[src/rtl/dpa_photo_xfer_ctrl.sv]
// Photo-transfer sequencer: reads a 128/256/512 source photo and writes an FB_DIM square image
// (2x2 average, copy, or 2x2 replicate). Optional auto-start timer: DPA_PERIOD_TIMER_EN.
module dpa_photo_xfer_ctrl #(
  parameter int unsigned ADDR_W = 20,
  parameter int unsigned FB_DIM = 256,
  parameter int unsigned PERIOD = 1000000
) (
  input  logic              clk,
  input  logic              reset,
  input  logic              start,
  input  logic [ADDR_W-1:0] photo_addr,
  input  logic [1:0]        photo_size,
  input  logic [ADDR_W-1:0] fb_addr,
  output logic [ADDR_W-1:0] im_a,
  output logic              im_wen_n,
  output logic              acc_clr,
  output logic              acc_en,
  output logic [1:0]        avg_shift,
  output logic              en_so,
  output logic              busy,
  output logic              done
);

  localparam int unsigned FB_LOG = $clog2(FB_DIM);

  typedef logic [ADDR_W-1:0] addr_t;
  typedef enum logic [2:0] {IDLE, READ, CAP, WRITE, FIN} state_t;
  typedef enum logic [1:0] {M128, M256, M512} mode_t;

  state_t      state, state_d;
  mode_t       mode;
  addr_t       photo_base, fb_base;
  logic [9:0]  x, y, x_d, y_d;
  logic [1:0]  sub, sub_d;
  logic        start_any;

`ifdef DPA_PERIOD_TIMER_EN
  logic [31:0] tmr;

  always_ff @(posedge clk or posedge reset) begin
    if (reset)                       tmr <= '0;
    else if (tmr == 32'(PERIOD - 1)) tmr <= '0;
    else                             tmr <= tmr + 32'd1;
  end

  assign start_any = start | (tmr == '0);
`else
  assign start_any = start;
`endif

  logic        accept;
  assign accept = (state == IDLE) && start_any;

  always_ff @(posedge clk or posedge reset) begin
    if (reset) begin
      state      <= IDLE;
      mode       <= M256;
      photo_base <= '0;
      fb_base    <= '0;
      x          <= '0;
      y          <= '0;
      sub        <= '0;
      acc_en     <= 1'b0;
    end else begin
      state  <= state_d;
      x      <= x_d;
      y      <= y_d;
      sub    <= sub_d;
      acc_en <= (state == READ);
      if (accept) begin
        photo_base <= photo_addr;
        fb_base    <= fb_addr;
        case (photo_size)
          2'b01:   mode <= M128;
          2'b11:   mode <= M512;
          default: mode <= M256;
        endcase
      end
    end
  end

  logic [1:0] rd_last, wr_last;
  logic [9:0] grp_last;
  always_comb begin
    rd_last  = (mode == M512) ? 2'd3 : 2'd0;
    wr_last  = (mode == M128) ? 2'd3 : 2'd0;
    grp_last = (mode == M128) ? 10'd127 : 10'(FB_DIM - 1);
  end

  // Sub-index bit 0 selects the odd column, bit 1 the odd row of a 2x2 block.
  logic [10:0] blk_x, blk_y;
  addr_t       rd_off, wr_off;
  always_comb begin
    blk_x = {x, sub[0]};
    blk_y = {y, sub[1]};
    case (mode)
      M512:    rd_off = (addr_t'(blk_y) << 9) + addr_t'(blk_x);
      M128:    rd_off = (addr_t'(y) << 7) + addr_t'(x);
      default: rd_off = (addr_t'(y) << 8) + addr_t'(x);
    endcase
    if (mode == M128) wr_off = (addr_t'(blk_y) << FB_LOG) + addr_t'(blk_x);
    else              wr_off = (addr_t'(y) << FB_LOG) + addr_t'(x);
  end

  always_comb begin
    state_d = state;
    x_d     = x;
    y_d     = y;
    sub_d   = sub;
    case (state)
      IDLE: begin
        x_d   = '0;
        y_d   = '0;
        sub_d = '0;
        if (start_any) state_d = READ;
      end
      READ: begin
        // sub is held into CAP so im_a keeps the last read address
        if (sub == rd_last) state_d = CAP;
        else                sub_d   = sub + 2'd1;
      end
      CAP: begin
        state_d = WRITE;
        sub_d   = '0;
      end
      WRITE: begin
        if (sub == wr_last) begin
          sub_d = '0;
          if (x == grp_last) begin
            x_d = '0;
            if (y == grp_last) begin
              state_d = FIN;
            end else begin
              y_d     = y + 10'd1;
              state_d = READ;
            end
          end else begin
            x_d     = x + 10'd1;
            state_d = READ;
          end
        end else begin
          sub_d = sub + 2'd1;
        end
      end
      FIN:     state_d = IDLE;
      default: state_d = IDLE;
    endcase
  end

  always_comb begin
    im_a      = '0;
    im_wen_n  = 1'b1;
    acc_clr   = 1'b0;
    en_so     = 1'b0;
    case (state)
      READ: begin
        im_a    = photo_base + rd_off;
        acc_clr = (sub == 2'd0);
      end
      CAP:   im_a = photo_base + rd_off;
      WRITE: begin
        im_a     = fb_base + wr_off;
        im_wen_n = 1'b0;
        en_so    = 1'b1;
      end
      default: ;
    endcase
    busy      = (state != IDLE);
    done      = (state == FIN);
    avg_shift = (busy && mode == M512) ? 2'd2 : 2'd0;
  end

endmodule
[config.mk]
export PLATFORM = sky130hd
export DESIGN_NAME = dpa_photo_xfer_ctrl
export DESIGN_NICKNAME = d
export VERILOG_FILES = /design/src/rtl/dpa_photo_xfer_ctrl.sv
export SDC_FILE = /design/constraint.sdc
export NUM_CORES = 1
export LEC_CHECK = 0
export CAP_MARGIN = 10
export CORE_ASPECT_RATIO = 1.1
export CORE_MARGIN = 2
export CORE_UTILIZATION = 40
export CTS_BUF_LIST = sky130_fd_sc_hd__clkbuf_2
export CTS_CLUSTER_SIZE = 14
export DETAILED_ROUTE_END_ITERATION = 10
export GPL_TIMING_DRIVEN = 0
export PLACE_DENSITY = 0.62
export SLEW_MARGIN = 25
export SYNTH_ARGS = -nofsm -noshare
export SYNTH_HDL_FRONTEND = slang
export SYNTH_SLANG_ARGS = --single-unit
[constraint.sdc]
create_clock -name clk -period 5.3 [get_ports clk]
set_input_delay 1.06 -clock clk [delete_from_list [all_inputs] [get_ports clk]]
set_output_delay 1.06 -clock clk [all_outputs]
set_load 0.01 [all_outputs]
==> summary.txt <==
Status
  – Status: complete, no violations

Placement
  – Setup WS pre-CTS: -0.5693 ns
  – Hpwl dp: 13940 microns
  – RePlAce Congestion: 0.9129
  – Dpl cells: around 1000
  – Cell Area, Placed: around 7300 sq um
  – Port buffer count: 71

Worst setup path
  – CP startpoint kind: register
  – R2r endpoint: y[5]
  – CP max FO: 5
  – Worst path cell trace: buf_6, buf_6, fa_2, and2_4, o21a_4, nor2_2, nor3_1, a31oi_1, a21oi_2, ha_4, a21o_1, buf_4, a21oi_1, o21bai_1, a21oi_1, o2bb2ai_1, xnor2_1, o211ai_1, buf_2
  – CP required: roughly 4.2 ns
  – Critical path type: reg2out
  – Crit path capture type: output pin
  – Max incr delay on CP: about 0.53 ns
  – Worst Path Arrival: between 4 and 5 ns
  – Worst-case reg-to-reg path depth: 9
  – CP max-delay cell: dfrtp_2
  – Reg2reg start: x[7]
  – R2R setup slack: approximately 2.7 ns

Logic synthesis
  – Synth Register Bits: a little under 70
  – Most frequent cell after synthesis: nand2_1
  – Synth top cells by count: nand2_1, nor2_1, dfrtp_1
  – Area contributors post-synth: dfrtp_1, ha_1, mux2_2
  – EDFF count, synth: 0
  – Post-synthesis sequential area ratio: a little over a quarter
  – Post-synth top area cell: dfrtp_1
  – Unique masters post-synth: 69
  – Synth top area share: 26.48%
  – Post-Syn Instances: roughly 770
  – Number of synthesis warnings: 0
  – Asr flop ratio synth: 100.0%
  – Synth Flop Type: dfrtp_1
  – Syn nets: approximately 870
  – Post-synthesis area per instance: ~8.3 sq um
  – Mapped Area: approximately 6300 sq um

STA
  – Final setup viols: 0
  – Final worst-path cycle share: between 90% and 100%
  – Post-Route Skew: about 0.03 ns
  – Fin. Hold Viols: 0
  – Final Slew Violations: 0
  – RSZ-0062 raised after global routing: true
  – Worst-Margin Slew: 0.7730 ns
  – Setup ws final: about 0.10 ns
  – Fmax: between 0.15 and 0.2 GHz
  – Min Tclk post-route: 5.198 ns
  – Relative slew slack: between 40% and 50%

Global route
  – Total global-route track usage: between 20% and 30%
  – Vias in the first global route: slightly below 6000
  – Global-route wire length before repair: between 20000 and 30000 microns
  – Largest net degree at the start of global routing: 40
  – Initial antenna violation count: 0
  – GRT Residual Overflow: 0

Clocking
  – CTS tree: yes
  – Clock transition at path regs: 0.25 ns
  – TritonCTS Buffers: 9
  – Root buffer cell: clkbuf_2
  – H-tree depth: 3
  – Worst-skew pair later-pin latency: about 0.62 ns
  – Worst-case clock buffer depth: 2
  – Hold_buf cts: 0
  – # clock sinks: between 60 and 70

Power
  – Cell leakage power: between 3 and 4 nW
  – Combinational power share: approximately 4.8%
  – Tot Pwr: ~970 uW
  – Pint: 714.9 uW
  – Peak supply drop: 0.1161 mV
  – P_sw: roughly 250 uW
  – Power density over cell area: ~120 nW/um^2
  – Sequential cell fraction of total power: 53.8%
  – Net Sw Frac: between 20% and 30%
  – Clock power share: 41.5%

Finish
  – Fillers: roughly 1500
  – Fin nets: approximately 1000
  – Diodes inserted: 0
  – Final core utilization: 53.45%
  – Layout area overhead: 31.79%
  – Fraction of layout cells with a size suffix above 1: about a quarter
  – Final Cell Area: about 8300 sq um
  – Fin cells: 1097

Drt
  – Iteration-0 DRC Markers: 466
  – Number of routed nets with antenna violations: 0
  – DRC errors left: 0
  – Vias post-DR: between 6000 and 7000
  – Wirelength per Cell: 17.49 microns
  – Number of iterations in the first detailed-routing pass: 5
  – Routed WL: about 19000 microns
  – Via density: approximately 5.5

Floorplan
  – Die W: between 100 and 150 microns
  – DIE AREA: 16850 sq um
  – Placeable core area: approximately 16000 sq um
  – Die Span Y: between 100 and 150 microns
  – Initial Utilization: around two fifths
  – # rows: 48
  – I/O pin cnt: 73

Min path
  – Worst min-delay path class: reg2reg
  – Hold endpoint: fb_base[3]
  – WHS Path Cells: 1
  – Hold Crit Start: fb_base[3]

Job
  – Max-cap violation count: 0
==> worst max path at each step <==
stage / startpoint / endpoint / slack, ns / depth (start not counted)
after detailed placement: mode[0] / im_a[17] / -0.57 / 16
after floorplan: mode[0] / im_a[17] / 0.86 / 15
after global routing: x[7] / im_a[18] / -0.23 / 22
after global placement: mode[0] / im_a[17] / -0.65 / 16
after CTS: x[7] / im_a[14] / -0.03 / 17
final: y[0] / im_a[19] / 0.10 / 19
==> logic make-up after synthesis <==
family | share of synthesized area (%)
compound gates | 18.22
mux | 8.398
buf+inv | 4.722
simple gates | 19.98
other cells | 0.05922
fa+ha+maj | 11.78
xor+xnor | 9.959
flops | 26.89
==> layout make-up <==
cell class	count	area (sq um)	share of cell area, %
buffer	34	190.2	2.279
clock buffer	9	45.04	0.5397
clock inverter	7	106.4	1.274
inverter	32	126.4	1.514
multi-input combinational	627	4830	57.87
sequential	68	1712	20.51
tap	200	250.2	2.999
timing repair buffer	120	1086	13.01
==> sequential cells by signal (all words and copies together), names as in the netlist <==
| name | count |
|---|---|
| mode | 2 |
| state | 3 |
| x | 10 |
| photo_base | 20 |
| y | 10 |
| acc_en | 1 |
| sub | 2 |
| fb_base | 20 |
==> per-stage QoR <==
stage	setup TNS, ns	hold slack, ns
after floorplan	0	0.4875
final	0	0.5504
after CTS	-0.04086	0.5591
after detailed placement	-4.335	0.5064
after global routing	-0.7877	0.5721
after global placement	-4.685	0.4996
==> worst max-delay path, delay by kind of cell (launching register included) <==
family	cells	cell delay (ns)
AOI/OAI and AO/OA	9	1.42
xor gates and xnor gates	1	0.10
adders and majority gates	2	0.66
buffers and inverters	4	0.53
DFF	1	0.53
and+or+nand+nor	3	0.28
==> power groups by stage <==
| stage | logic, mW | clock network, mW | registers (mW) |
|---|---|---|---|
| floorplan | 0.00885 | 0 | 0.529 |
| global placement | 0.0457 | 0 | 0.529 |
| detailed placement | 0.0476 | 0 | 0.529 |
| CTS | 0.0478 | 0.414 | 0.520 |
| global route | 0.0507 | 0.431 | 0.520 |
| finish | 0.0460 | 0.401 | 0.520 |
==> per-layer routing <==
layer / vias to the layer above / share of wire, % / global-route usage [%] / wire, microns
met2: 164 / 49 / 39.13 / 9352
li1: 2961 / - / - / -
met5: - / 0 / 0 / 0
met4: 0 / 2.7 / 7.803 / 525
met3: 41 / 5.0 / 4.614 / 957
met1: 2859 / 44 / 29.06 / 8355
==> layout by cell type, fill, tap and decap left out, drive strengths merged, types with 7 or more instances in the layout <==
master / instances
a211oi: 9
a21o: 10
a21oi: 54
a31oi: 9
and2: 7
buf: 75
clkbuf: 24
clkdlybuf4s50: 61
dfrtp: 67
ha: 50
inv: 34
mux2: 41
mux2i: 7
nand2: 98
nand2b: 11
nand3: 17
nand4: 11
nor2: 70
nor3: 14
o211ai: 7
o21ai: 54
o22ai: 11
or3: 7
xnor2: 28
xor2: 44
==> repair_timing <==
action                                  CTS  global route
endpoints found under the setup margin   17            13
buffers inserted                         25            23
pin swaps                                24            43
gates resized for setup                  93            76
Note: power is estimated with default switching activity, not from simulation.
